**src/rtl/clk_ce_gen.sv**
```systemverilog
// clk_ce_gen: registered clock-enable generator for the gated TRNG sampling domain.
// Emits one ce pulse every div+1 cycles, either for a burst of burst_len pulses
// or continuously (burst_len=0) until stop. Reports busy, done and a pulse count.
// Optional macro CLK_CE_GEN_SYNC_EN: start/stop pass through a 2-flop
// synchronizer plus rising-edge detector for requests from another clock domain.
module clk_ce_gen #(
    parameter int DIV_W = 8,
    parameter int CNT_W = 16
) (
    input  logic             clk,
    input  logic             rst_n,
    input  logic             start,
    input  logic             stop,
    input  logic [DIV_W-1:0] div,
    input  logic [CNT_W-1:0] burst_len,
    output logic             ce,
    output logic             busy,
    output logic             done,
    output logic [CNT_W-1:0] ce_cnt
);

    typedef enum logic [1:0] {IDLE, RUN, DONE} state_t;

    state_t           r_state, w_state;
    logic             r_ce, w_ce;
    logic             r_busy, w_busy;
    logic             r_done, w_done;
    logic [CNT_W-1:0] r_cnt, w_cnt;
    logic [CNT_W-1:0] r_len_sh, w_len_sh;
    logic [DIV_W-1:0] r_div_sh, w_div_sh;
    logic [DIV_W-1:0] r_div_cnt, w_div_cnt;
    logic [CNT_W-1:0] w_cnt_inc;
    logic             w_start;
    logic             w_stop;

`ifdef CLK_CE_GEN_SYNC_EN
    logic [1:0] r_start_sync, r_stop_sync;
    logic       r_start_d, r_stop_d;

    // Two-flop synchronizers plus a delayed copy for rising-edge detection.
    always_ff @(posedge clk or negedge rst_n) begin
        if (!rst_n) begin
            r_start_sync <= '0;
            r_stop_sync  <= '0;
            r_start_d    <= 1'b0;
            r_stop_d     <= 1'b0;
        end else begin
            r_start_sync <= {r_start_sync[0], start};
            r_stop_sync  <= {r_stop_sync[0], stop};
            r_start_d    <= r_start_sync[1];
            r_stop_d     <= r_stop_sync[1];
        end
    end

    // A held request yields a single one-cycle pulse.
    assign w_start = r_start_sync[1] & ~r_start_d;
    assign w_stop  = r_stop_sync[1]  & ~r_stop_d;
`else
    assign w_start = start;
    assign w_stop  = stop;
`endif

    // Count including the pulse currently on ce; used for counting and burst end.
    assign w_cnt_inc = r_cnt + 1'b1;

    // Next-state and next-output logic; every output is registered from here.
    always_comb begin
        w_state   = r_state;
        w_ce      = 1'b0;
        w_busy    = 1'b0;
        w_done    = 1'b0;
        w_cnt     = r_cnt;
        w_len_sh  = r_len_sh;
        w_div_sh  = r_div_sh;
        w_div_cnt = r_div_cnt;
        case (r_state)
            IDLE: begin
                // Stop, alone or together with start, is a no-op here.
                if (w_start && !w_stop) begin
                    w_state   = RUN;
                    w_div_sh  = div;
                    w_len_sh  = burst_len;
                    w_cnt     = '0;
                    w_ce      = 1'b1;
                    w_busy    = 1'b1;
                    w_div_cnt = div;
                end
            end
            RUN: begin
                if (r_ce) w_cnt = w_cnt_inc;
                // Stop wins over any pulse that would be issued on this edge.
                if (w_stop || (r_ce && (r_len_sh != '0) && (w_cnt_inc == r_len_sh))) begin
                    w_state = DONE;
                    w_done  = 1'b1;
                end else begin
                    w_busy = 1'b1;
                    if (r_div_cnt == '0) begin
                        w_ce      = 1'b1;
                        w_div_cnt = r_div_sh;
                    end else begin
                        w_div_cnt = r_div_cnt - 1'b1;
                    end
                end
            end
            DONE: begin
                w_state = IDLE;
            end
            default: begin
                w_state = IDLE;
            end
        endcase
    end

    // State and output registers, all cleared asynchronously by reset.
    always_ff @(posedge clk or negedge rst_n) begin
        if (!rst_n) begin
            r_state   <= IDLE;
            r_ce      <= 1'b0;
            r_busy    <= 1'b0;
            r_done    <= 1'b0;
            r_cnt     <= '0;
            r_len_sh  <= '0;
            r_div_sh  <= '0;
            r_div_cnt <= '0;
        end else begin
            r_state   <= w_state;
            r_ce      <= w_ce;
            r_busy    <= w_busy;
            r_done    <= w_done;
            r_cnt     <= w_cnt;
            r_len_sh  <= w_len_sh;
            r_div_sh  <= w_div_sh;
            r_div_cnt <= w_div_cnt;
        end
    end

    assign ce     = r_ce;
    assign busy   = r_busy;
    assign done   = r_done;
    assign ce_cnt = r_cnt;

endmodule

```
**config.mk**
```make
export PLATFORM = sky130hd
export DESIGN_NAME = clk_ce_gen
export DESIGN_NICKNAME = d
export VERILOG_FILES = /design/src/rtl/clk_ce_gen.sv
export SDC_FILE = /design/constraint.sdc
export NUM_CORES = 1
export LEC_CHECK = 0
export CORE_ASPECT_RATIO = 0.75
export CORE_UTILIZATION = 35
export DETAILED_ROUTE_END_ITERATION = 6
export SETUP_SLACK_MARGIN = 0.5
export SLEW_MARGIN = 20
export SYNTH_ARGS = -nofsm -noshare
export SYNTH_HDL_FRONTEND = slang
export SYNTH_SLANG_ARGS = --single-unit
```
**constraint.sdc**
```tcl
create_clock -name clk -period 2.7 [get_ports clk]
set_clock_uncertainty 0.15 [all_clocks]
set_input_delay 0.54 -clock clk [delete_from_list [all_inputs] [get_ports clk]]
set_output_delay 0.54 -clock clk [all_outputs]
set_load 0.02 [all_outputs]
```
After elaboration in Yosys (flattened, before gate mapping)
Index checks and enable logic that the tools add are counted.
W data, S select, Z words.
{ "op_classes": {"muxes": 18, "eq_ne": 6, "reduce_logical": 13, "n_addsub": 2} }
{ "ops": {"columns": ["op", "count"], "rows": [
  ["$mux W16", 2],
  ["$pmux W16 S2", 1],
  ["$mux W8", 3],
  ["$add A16 B1 Y16 const B", 1],
  ["$eq A16 B16 Y1", 1],
  ["$pmux W8 S2", 1],
  ["$reduce_bool A16 Y1", 1],
  ["$logic_not A8 Y1", 1],
  ["$ne A2 B2 Y1 const B", 4],
  ["$sub A8 B1 Y8 const B", 1],
  ["$mux W1", 6],
  ["$reduce_and A3 Y1", 2],
  ["$mux W2", 2],
  ["$pmux W1 S2", 2],
  ["$pmux W2 S2", 1],
  ["$reduce_and A2 Y1", 2],
  ["$logic_and A1 B1 Y1", 3],
  ["$eq A2 B1 Y1 const B", 1],
  ["$logic_not A2 Y1", 1],
  ["$reduce_bool A2 Y1", 1],
  ["$logic_not A1 Y1", 1],
  ["$logic_or A1 B1 Y1", 1]
]} }
{ "word_totals": {"ff_bits": 53, "elab_cells": 47, "out_inout_bits": 19} }

Logic depth before layout (Yosys ltp)
{ "depth": {"depth_word": 6, "depth_mapped": 10, "ltp_nobuf": 8} }

Least setup slack after synthesis
Ideal clock, no wire load.
{ "synth_path": {"path_type": "reg-to-reg", "from": "register r_cnt[0] (netlist: ce_cnt[0])", "to": "register r_div_cnt[6]", "stages_incl_launch_ff": 11, "path_slack_ns": -0.210, "t_required_ns": 2.427, "arrival_time_ns": 2.638, "period_less_slack_ns": 2.910, "path_buffers": 2, "cell_sequence": "dfrtp_1 -> ha_1 -> buf_2 -> nand2_1 -> or4_4 -> nor4b_2 -> o31a_1 -> o2111ai_1 -> or3_1 -> buf_2 -> o221a_1"} }
{ "synth_via": {"elab_chain_len": 6} }
{ "synth_rtl": {"columns": ["item", "line", "rtl"], "rows": [
  ["start: declaration", "28", "logic [CNT_W-1:0] r_cnt, w_cnt;"],
  ["start signal: assignment", "130", "r_cnt <= w_cnt;"],
  ["$add A16 B1 Y16", "64", "assign w_cnt_inc = r_cnt + 1'b1;"],
  ["$eq A16 B16 Y1", "92", "if (w_stop || (r_ce && (r_len_sh != '0) && (w_cnt_inc == r_len_sh))) begin"],
  ["$logic_and A1 B1 Y1", "92", null],
  ["$logic_or A1 B1 Y1", "92", null],
  ["$ne A2 B2 Y1 (no source line)", null, null],
  ["$reduce_and A3 Y1 (no source line)", null, null],
  ["end signal: assignment", "133", "r_div_cnt <= w_div_cnt;"],
  ["end: declaration", "31", "logic [DIV_W-1:0] r_div_cnt, w_div_cnt;"]
]} }
Every way passes these cells.
A chain may end at the register's enable or synchronous reset.

Worst setup path in the final report
{ "layout_path": {"from": "register r_cnt[1] (netlist: ce_cnt[1])", "to": "register r_div_cnt[4]"} }
The elaborated chain is that of the path after synthesis.

==> impl_metrics.yaml <==
place:
  dp_hpwl_um: 5970
  io_buffers: 46
  place_ws_ps: 9.11
  gp_congestion: 0.856
worst_setup_path:
  regToRegStartpoint: "ce_cnt[1]"
  required_ps: 2730
  crit_path_max_fanout: 8
  crit_arrival_ps: 2650
  worstSetupStartpointType: "flip-flop"
  rrSetupSlack_ps: 80
  r2r-end: "r_div_cnt[4]"
  path_class: "reg -> reg"
  r2r_cells: 8
  cp-end-kind: "flip-flop"
die:
  fp.dieH_um: 83.2
  die_area_um2: 9170
  initial_utilization_pct: 36.2
  io_pins: 47
  die_w_um: 110
  num_rows: 29
  core_area_um2: 8490
timing:
  fin_crit_ps: 2620
  fmaxAchievable_mhz: 382
  rsz0062_at_grt: "true"
  slew_headroom_pct: 60.4
  fin_ws_ps: 80.7
  final-hold-violation-count: 0
  post-route-period-util_pct: 97.0
  tightest_slew_ps: 593
  setup_viol: 0
  slew_viol_final: 0
detailed_routing:
  drc: 0
  drt-total-wl_um: 8320
  wl_per_cell_um: 15.0
  routed_via_density: 5.17
  first_pass_iters: 4
  vias: 2866
  drtIter0Drc: 157
  ant_nets: 0
logic_synthesis:
  synth_top_family_by_area: "simple AND/OR/NAND/NOR gates"
  synth_top_cell_by_area: "dfrtp_1"
  syn_inst: 369
  synth_area_um2: 3070
  synth_xor_area_share_pct: 7.69
  synth_compound_area_share_pct: 15.8
  synth_nets: 400
  synth_flop_cell: "dfrtp_1"
  synthAdderAreaFrac_pct: 1.22
  ys_seq_area_share_pct: 43.1
  yosysTopAreaCellShare_pct: 43.1
  synth.avg_cell_area_um2: 8.33
  synth_most_common_cell: "nand2_1"
  synth_edf_count: 0
  synth_cell_types: 49
  ys_ff_latch: 53
  yosys.area_share.simple_pct: 27.4
  async_flop_share_pct: 100
  synthMuxAreaShare_pct: 1.02
  synthTopCellsByCount: "nand2_1 (96), dfrtp_1 (53), nor2_1 (36), o21ai_0 (28), xnor2_1 (18)"
  ys_warn_count: 0
  ys_top_cells_by_area: "dfrtp_1 (43%), nand2_1 (12%), xnor2_1 (5.1%)"
finish:
  fill_cells: 831
  area_growth_pct: 38.5
  post-route-util_pct: 50.1
  nets: 476
  drive_above_1_share_pct: 19.5
  antennaDiodeCount: 0
grt:
  antenna_found_initial: 0
  grt_pass1_wl_um: 13500
  grt_pass1_vias: 2647
  overflow: 0
  grt_max_degree: 30
  grt.total_usage_pct: 18.9
clock_tree:
  cts_num_sinks: 53
  htree_levels: 2
  cts_root_buffer: "clkbuf_16"
  cts_inserted_buffers: 5
  clk_latency_ps: 290
  clkTransAtPathRegs_ps: 70
  clockBufferDepth: 2
  cts_tree: "done"
power:
  leakage_nw: 1.96
  p_sw_w: 0.000878
  peakVddDrop_mv: 0.332
  clkPwrFrac_pct: 27.6
  swShare_pct: 32.5
  share_comb_of_total_power_pct: 29.7
  p_per_area_nw_per_um2: 634
  internal-power_w: 0.00182
  power_frac_seq_pct: 42.7
run:
  cap_violations: 0
hold_path:
  hp-class: "in -> async"
status:
  outcome: "finished, final reports clean"
[critical path: stages, from the launching register on]
cell,delay [ps]
dfrtp_2,420
ha_4,190
nand2_4,50
or4_4,460
nor4b_4,240
o31a_1,170
o2111ai_2,140
or3_4,420
o221a_1,270
[worst max path at each step]
stage	to	start	slack, ps
finish	r_div_cnt[4]	ce_cnt[1]	80
global route	r_div_cnt[7]	ce_cnt[4]	-20
global placement	r_div_cnt[2]	ce_cnt[2]	40
detailed placement	r_div_cnt[2]	ce_cnt[1]	9
floorplan	r_div_cnt[6]	ce_cnt[5]	-8
CTS	r_div_cnt[2]	ce_cnt[4]	130
[per-layer routing]
layer	wire (µm)	vias to the layer above	track usage, %
met3	246	4	2.83
li1	-	1435	-
met4	42	0	3.23
met1	4230	1383	29.0
met2	3790	44	28.3
met5	0	-	0
[cell families after synthesis]
kind of cell,after synthesis
compound gates,75
xor+xnor,27
fa+ha+maj,3
buf+inv,27
flops,53
mux,3
simple gates,181
[cell type report]
type	count	area [µm²]	area share [%]
clock buffer	7	143	3.35
clock inverter	1	30.0	0.705
inverter	5	18.8	0.441
multi-input combinational	289	1750	41.2
sequential	53	1340	31.4
tap	108	135	3.17
timing repair buffer	91	841	19.7
[metrics by stage]
stage	power, W	instances	setup TNS [ps]	hold WS [ps]	instance area [µm²]
floorplan	0.00166	369	-50.3	94.4	3170
global placement	0.00189	535	0	312	3890
detailed placement	0.00191	535	0	312	3890
CTS	0.00268	549	0	130	4120
global route	0.00286	554	-56.1	152	4260
finish	0.00270	554	0	103	4260
[layout by cell type (no fill, tap or decap), types with 3 or more instances in the layout]
cell type	instances
dfrtp_1	44
nand2_1	91
nor4b_4	3
and3_1	3
nand2_2	4
xor2_1	9
nor4_1	6
clkbuf_16	5
nor3_1	6
nand4_1	5
clkdlybuf4s50_1	39
dfrtp_2	9
xnor2_1	18
buf_4	41
a21oi_1	14
o21ai_0	26
o221a_1	6
dlymetal6s2s_1	6
a31oi_1	5
nor2_1	35
o31ai_1	6
nand3_1	5
inv_1	5
o41ai_1	3
[sequential cells by signal, summed over array words and instances, names as in the netlist]
name,count
r_state,2
r_len_sh,16
busy,1
ce_cnt,16
ce,1
r_div_cnt,8
done,1
r_div_sh,8
[timing repair]
action / in CTS / in global routing
hold buffers: 0 / 0
buffers inserted: 5 / 5
gates cloned: 1 / 0
resized for setup: 8 / 21
endpoints found under the setup margin: 13 / 22
pin swaps: 0 / 5
[power groups by stage]
stage | sequential, W | clock [W] | combinational [W]
finish | 0.00115 | 0.000744 | 0.000802
CTS | 0.00115 | 0.000759 | 0.000775
global route | 0.00117 | 0.000783 | 0.000901
detailed placement | 0.00116 | 0 | 0.000750
floorplan | 0.00111 | 0 | 0.000548
global placement | 0.00116 | 0 | 0.000731
(Power assumes the default switching activity.)
